**src/rtl/sys_gpio_pkg.sv**
```systemverilog
// Shared constants for the GPIO input block: register word addresses, edge-type
// encodings and the edge-match helper used by the detector.
package sys_gpio_pkg;

  localparam logic [2:0] ADDR_DATA     = 3'd0;
  localparam logic [2:0] ADDR_IRQ_MASK = 3'd2;
  localparam logic [2:0] ADDR_EDGE_CAP = 3'd3;

  localparam int unsigned EDGE_RISING  = 0;
  localparam int unsigned EDGE_FALLING = 1;
  localparam int unsigned EDGE_ANY     = 2;

  function automatic logic [31:0] edge_hits(input logic [31:0] cur,
                                            input logic [31:0] prev,
                                            input int unsigned edge_type);
    logic [31:0] hits;
    case (edge_type)
      EDGE_RISING:  hits = cur & ~prev;
      EDGE_FALLING: hits = ~cur & prev;
      default:      hits = cur ^ prev;
    endcase
    return hits;
  endfunction

endpackage

```
**src/rtl/sys_gpio_edge_det.sv**
```systemverilog
// Per-bit input stage and edge detector; define SYS_GPIO_IN_SYNC_EN to insert a
// two-flop synchronizer ahead of the sample register (3 clk input-to-sample).
module sys_gpio_edge_det
  import sys_gpio_pkg::*;
#(
  parameter int unsigned WIDTH     = 32,
  parameter int unsigned EDGE_TYPE = EDGE_RISING
) (
  input  logic             clk,
  input  logic             reset,
  input  logic [WIDTH-1:0] in_port,
  output logic [WIDTH-1:0] data,
  output logic [WIDTH-1:0] edges
);

  logic [WIDTH-1:0] stage_data;
  logic             stage_vld;

`ifdef SYS_GPIO_IN_SYNC_EN
  logic [WIDTH-1:0] sync1_q, sync2_q;
  logic [1:0]       sync_vld_q;

  always_ff @(posedge clk or posedge reset) begin
    if (reset) begin
      sync1_q    <= '0;
      sync2_q    <= '0;
      sync_vld_q <= '0;
    end else begin
      sync1_q    <= in_port;
      sync2_q    <= sync1_q;
      sync_vld_q <= {sync_vld_q[0], 1'b1};
    end
  end

  assign stage_data = sync2_q;
  assign stage_vld  = sync_vld_q[1];
`else
  assign stage_data = in_port;
  assign stage_vld  = 1'b1;
`endif

  logic [WIDTH-1:0] s_q, prev_q;
  logic             s_vld_q, armed_q;

  // armed trails the first real sample by one clk so prev is also real data.
  always_ff @(posedge clk or posedge reset) begin
    if (reset) begin
      s_q     <= '0;
      prev_q  <= '0;
      s_vld_q <= 1'b0;
      armed_q <= 1'b0;
    end else begin
      s_q     <= stage_data;
      prev_q  <= s_q;
      s_vld_q <= stage_vld;
      armed_q <= s_vld_q;
    end
  end

  logic [31:0] hits;

  assign hits  = edge_hits(32'(s_q), 32'(prev_q), EDGE_TYPE);
  assign data  = s_q;
  assign edges = armed_q ? hits[WIDTH-1:0] : '0;

endmodule

```
**src/rtl/sys_gpio_a_in.sv**
```systemverilog
// Avalon-MM GPIO input port with sticky edge capture and masked level irq.
// Optional input synchronizer enabled by defining SYS_GPIO_IN_SYNC_EN.
module sys_gpio_a_in
  import sys_gpio_pkg::*;
#(
  parameter int unsigned WIDTH     = 32,
  parameter int unsigned EDGE_TYPE = EDGE_RISING
) (
  input  logic             clk,
  input  logic             reset,
  input  logic [2:0]       address,
  input  logic             chipselect,
  input  logic             write_n,
  input  logic [31:0]      writedata,
  input  logic [WIDTH-1:0] in_port,
  output logic [31:0]      readdata,
  output logic             irq
);

  logic [WIDTH-1:0] data;
  logic [WIDTH-1:0] edges;

  sys_gpio_edge_det #(
    .WIDTH     (WIDTH),
    .EDGE_TYPE (EDGE_TYPE)
  ) u_edge_det (
    .clk     (clk),
    .reset   (reset),
    .in_port (in_port),
    .data    (data),
    .edges   (edges)
  );

  logic [WIDTH-1:0] irq_mask_q, edge_cap_q, edge_cap_d;
  logic [31:0]      readdata_q, rd_mux;
  logic             irq_q;
  logic             wr_en, rd_en;
  logic [WIDTH-1:0] clr;

  assign wr_en = chipselect & ~write_n;
  assign rd_en = chipselect & write_n;

  always_comb begin
    clr = '0;
    if (wr_en && address == ADDR_EDGE_CAP) begin
      clr = writedata[WIDTH-1:0];
    end
    // New edges win over a same-cycle clear.
    edge_cap_d = (edge_cap_q & ~clr) | edges;
  end

  always_comb begin
    rd_mux = '0;
    case (address)
      ADDR_DATA:     rd_mux[WIDTH-1:0] = data;
      ADDR_IRQ_MASK: rd_mux[WIDTH-1:0] = irq_mask_q;
      ADDR_EDGE_CAP: rd_mux[WIDTH-1:0] = edge_cap_q;
      default:       rd_mux = '0;
    endcase
  end

  always_ff @(posedge clk or posedge reset) begin
    if (reset) begin
      irq_mask_q <= '0;
      edge_cap_q <= '0;
      readdata_q <= '0;
      irq_q      <= 1'b0;
    end else begin
      edge_cap_q <= edge_cap_d;
      irq_q      <= |(edge_cap_q & irq_mask_q);
      if (wr_en && address == ADDR_IRQ_MASK) begin
        irq_mask_q <= writedata[WIDTH-1:0];
      end
      if (rd_en) begin
        readdata_q <= rd_mux;
      end
    end
  end

  assign readdata = readdata_q;
  assign irq      = irq_q;

endmodule

```
**config.mk**
```make
export PLATFORM = sky130hd
export DESIGN_NAME = sys_gpio_a_in
export DESIGN_NICKNAME = d
export VERILOG_FILES = /design/src/rtl/sys_gpio_pkg.sv /design/src/rtl/sys_gpio_edge_det.sv /design/src/rtl/sys_gpio_a_in.sv
export SDC_FILE = /design/constraint.sdc
export NUM_CORES = 1
export LEC_CHECK = 0
export CAP_MARGIN = 20
export CORE_ASPECT_RATIO = 0.7
export CORE_MARGIN = 5
export CORE_UTILIZATION = 55
export CTS_BUF_LIST = sky130_fd_sc_hd__clkbuf_8
export DETAILED_ROUTE_END_ITERATION = 6
export PLACE_DENSITY_LB_ADDON = 0.12
export SLEW_MARGIN = 20
export SYNTH_ARGS = -nofsm -noshare
export SYNTH_HDL_FRONTEND = slang
export SYNTH_HIERARCHICAL = 1
export SYNTH_SLANG_ARGS = --single-unit
```
**constraint.sdc**
```tcl
create_clock -name clk -period 4.12 [get_ports clk]
set_input_delay 0.618 -clock clk [delete_from_list [all_inputs] [get_ports clk]]
set_output_delay 0.618 -clock clk [all_outputs]
set_load 0.05 [all_outputs]
```
* Word level (Yosys, flattened, before mapping) *
Index checks and enable logic that the tools add are counted.

word-level totals
  bits in registers = 163
  input port bits = 71
  output and inout bits = 33

cells by class
  equality and inequality tests = 2
  mux-type cells = 3
  bitwise logic cells = 9
  reduce and logical (&&, ||, !) cells = 4

operator list
  operator            number
  $and 32x32->32      3
  $pmux 32 s3         1
  $mux 32             2
  $not 32->32         2
  $or 32x32->32       1
  $reduce_or 32->1    1
  $eq 3x2->1 const B  2
  $logic_not 3->1     1
  $and 1x1->1         2
  $logic_and 1x1->1   2
  $not 1->1           1

* Longest topological paths before layout *
  depth in word-level cells = 7
  gate-level depth with buffers = 7

* By module *
Netlist, hierarchy kept.

by module, submodules not included
  module             instances  cells each  area each (sq um)
  sys_gpio_a_in      1          377         4,586.9
  sys_gpio_edge_det  1          103         1,994.4

* Least setup slack after synthesis *
Ideal clock, no wire load.

  path kind = input -> register
  from = in address[1]
  to = reg irq_mask_q[0]
  setup time = 0.125 ns
  arrival = 1.750 ns
  slack = 2.245 ns
  stages on the path = 7
  buffers on the path = 4
  cells stage by stage = buf_4 -> nor4bb_4 -> buf_6 -> nor2b_4 -> buf_6 -> buf_12 -> mux2_4

on the way
  word-level cells in the longest chain between the ends = 2

RTL lines
  what                  line                 RTL
  start, declared       sys_gpio_a_in.sv:11  input logic [2:0] address,
  $eq 3x2->1            sys_gpio_a_in.sv:71  if (wr_en && address == ADDR_IRQ_MASK) begin
  $logic_and 1x1->1     sys_gpio_a_in.sv:71
  end signal, assigned  sys_gpio_a_in.sv:72  irq_mask_q <= writedata[WIDTH-1:0];
  end, declared         sys_gpio_a_in.sv:34  logic [WIDTH-1:0] irq_mask_q, edge_cap_q, edge_cap_d;

No other way between the ends.
A chain may end at the register's enable or synchronous reset.

* Final worst setup path *
  from = in address[2]
  to = reg irq_mask_q[5]

Same word-level chain as after synthesis.

==> flow_summary.ini <==
[run_status]
status = complete, no violations

[hold_path]
whs_endpoint = u_edge_det/armed_q$_DFF_PP0_
min_delay_path_depth = 0
hp-start = u_edge_det/s_vld_q$_DFF_PP0_
hp-class = flop to flop

[timing]
fmax_mhz = 399
hold_viol_final = 0
slew_headroom_pct = 29.4
setup_tns_ps = 0
worstMarginPinSlew_ps = 1060
rsz0062_at_grt = no
fin_crit_ps = 2510
setup-violations-final = 0
slew_viol_final = 0
fin_skew_ps = 11.6
fin_crit_sh_pct = 60.9

[yosys]
ys_async_sr_fraction_pct = 100
ys_warn_count = 6
syn_inst = 480
syn_area_um2 = 6580
ys_seq_area_share_pct = 62.0
syn-num-nets = 551
syn_area_per_cell_um2 = 13.7
synth.distinct_cells = 24
synth_edf_count = 0
ys_dominant_reg_cell = dfrtp_1
ys_ff_latch = 163

[setup_path]
criticalPathCategory = input pin to flop
critPathArrivalTime_ps = 2830
reg2reg_to = irq$_DFF_PP0_
crit_path_max_fanout = 18
endpoint_kind = flop
r2r_slack_ps = 2620
r2r_start = edge_cap_q[26]$_DFF_PP0_
worstSetupStartpointType = input pin
reg2reg_depth = 3
cp_data_required_time_ps = 4440

[global_route]
grt_first_pass_wirelength_mm = 25.8
grt_max_degree = 50
overflow = 0
grt_pass1_vias = 4796
grt_usage_pct = 23.7
antenna_found_initial = 0

[cts]
cts_max_level = 4
cts_max_path_buffers = 2
clkSlewWorstSetupHoldPaths_ps = 80
clock_latency_ps = 450
tritoncts = yes
cts_sinks = 163
postCtsSetupBuffers = 0
cts-resized-gates = 0
holdBufCountCts = 0
cts.root.buffer_cell = clkbuf_8
numCtsBuffers = 17

[die]
start_util_pct = 56.1
rows = 33
dieHeight_um = 102
core_area_um2 = 11700
fp.dieArea_um2 = 14300
num_io_pins = 104
dieWidth_um = 141

[routing]
num_vias = 4320
wl_per_cell_um = 21.2
ant_nets = 0
drt-vias-per-instance = 5.76
drt_iter0_drc = 322
drc = 0
dr.pass1.iters = 5
wirelength_mm = 15.9

[final_layout]
fin_nets = 653
regArea_um2 = 4080
multiInputGateArea_um2 = 2290
area_growth_pct = 23.1
drive_above_1_share_pct = 23.4
num_antenna_cells = 0
nFillCells = 834

[placed_design]
portBuffers = 103
dpl.hpwl_mm = 10.3
gp_congestion = 0.788

[pwr]
leakagePower_nw = 3.49
vdd_drop_max_uv = 249
total_power_w = 0.00372
p_per_area_nw_per_um2 = 459

[run]
cap_violations = 0
-- routing by layer --
metal / global-route usage, % / part of all wire [%] / vias up
li1: - / - / 1933
met1: 32.9 / 44 / 2219
met2: 37.4 / 48 / 159
met3: 6.70 / 7.5 / 9
met4: 6.25 / 0.52 / 0
met5: 0 / 0 / -
-- placed cells by master, fill, tap and decap left out --
master	n
mux2_4	30
bufinv_16	3
or4_1	1
buf_8	1
clkinv_2	3
nor2b_4	1
clkbuf_8	20
buf_2	1
buf_12	1
a22oi_1	48
mux2_2	34
inv_4	1
dfrtp_2	1
o21ai_0	32
clkdlybuf4s50_1	102
a211o_1	1
inv_1	6
nand4_1	4
nand3_1	32
conb_1	1
and3b_2	32
buf_4	9
dfrtp_1	162
nor2_2	1
nand2_1	33
a21o_1	32
nor4bb_4	1
-- cell families after synthesis --
| logic type | Yosys count | share of synthesized area (%) |
|---|---|---|
| compound gates | 113 | 11.7 |
| simple gates | 105 | 10.3 |
| flops | 163 | 62.0 |
| buf+inv | 34 | 3.29 |
| mux | 64 | 12.7 |
| other cells | 1 | 0.0570 |
-- registers in the layout, summed over array words and instances, names as in the netlist --
register / count
irq: 1
u_edge_det/prev_q: 32
u_edge_det/armed_q: 1
u_edge_det/data: 32
irq_mask_q: 32
edge_cap_q: 32
u_edge_det/s_vld_q: 1
readdata: 32
-- report_power, final --
group | switching (W) | internal, W | total (W)
combinational | 0.000315 | 0.000338 | 0.000653
clock | 0.000540 | 0.000629 | 0.00117
sequential | 0.000135 | 0.00176 | 0.00190
-- synth_stat cells, types with 2 or more instances --
library cell	n	share of area, %
dfrtp_1	163	62
a22oi_1	48	5.5
mux2_2	34	5.8
nand2_1	33	1.9
a21o_1	32	3.7
and3b_2	32	4.9
nand3_1	32	2.4
o21ai_0	32	2.4
mux2_4	30	6.8
clkbuf_1	9	0.51
buf_2	8	0.61
nand4_1	4	0.38
buf_1	3	0.17
buf_12	3	0.91
buf_4	3	0.34
clkbuf_2	3	0.23
inv_1	3	0.17
buf_6	2	0.34
-- worst max-delay path by stage --
stage	from	end	slack (ps)	cells past startpoint
after global routing	address[2]	irq_mask_q[5]$_DFFE_PP0P_	1540	5
after global placement	address[2]	irq_mask_q[5]$_DFFE_PP0P_	1210	5
after CTS	address[2]	irq_mask_q[5]$_DFFE_PP0P_	1630	5
after detailed placement	address[2]	irq_mask_q[5]$_DFFE_PP0P_	1170	5
after floorplan	reset	edge_cap_q[0]$_DFF_PP0_	970	1
final	address[2]	irq_mask_q[5]$_DFFE_PP0P_	1610	5
-- critical path: stages --
cell and delay [ps]:
clkdlybuf4s50_1 490, nor4bb_4 330, nor2b_4 710, buf_4 330
mux2_2 350
-- per-stage QoR --
| stage | hold slack (ps) | cell area [µm²] | utilization, % | cells | setup slack (ps) |
|---|---|---|---|---|---|
| after floorplan | 331 | 6580 | - | 480 | 968 |
| after global placement | 333 | 7690 | 65.6 | 719 | 1210 |
| after detailed placement | 335 | 7690 | 65.6 | 719 | 1170 |
| after CTS | 353 | 8090 | 69.0 | 749 | 1630 |
| after global routing | 363 | 8100 | 69.1 | 750 | 1540 |
| final | 353 | 8100 | 69.1 | 750 | 1610 |
-- final cells by class --
cell class	count	area share [%]
Sequential cell	163	50.4
Multi-Input combinational cell	283	28.2
Clock inverter	10	1.47
Inverter	3	0.185
Tap cell	157	2.42
Clock buffer	20	3.40
Timing Repair Buffer	114	13.9
(Power assumes the default switching activity.)
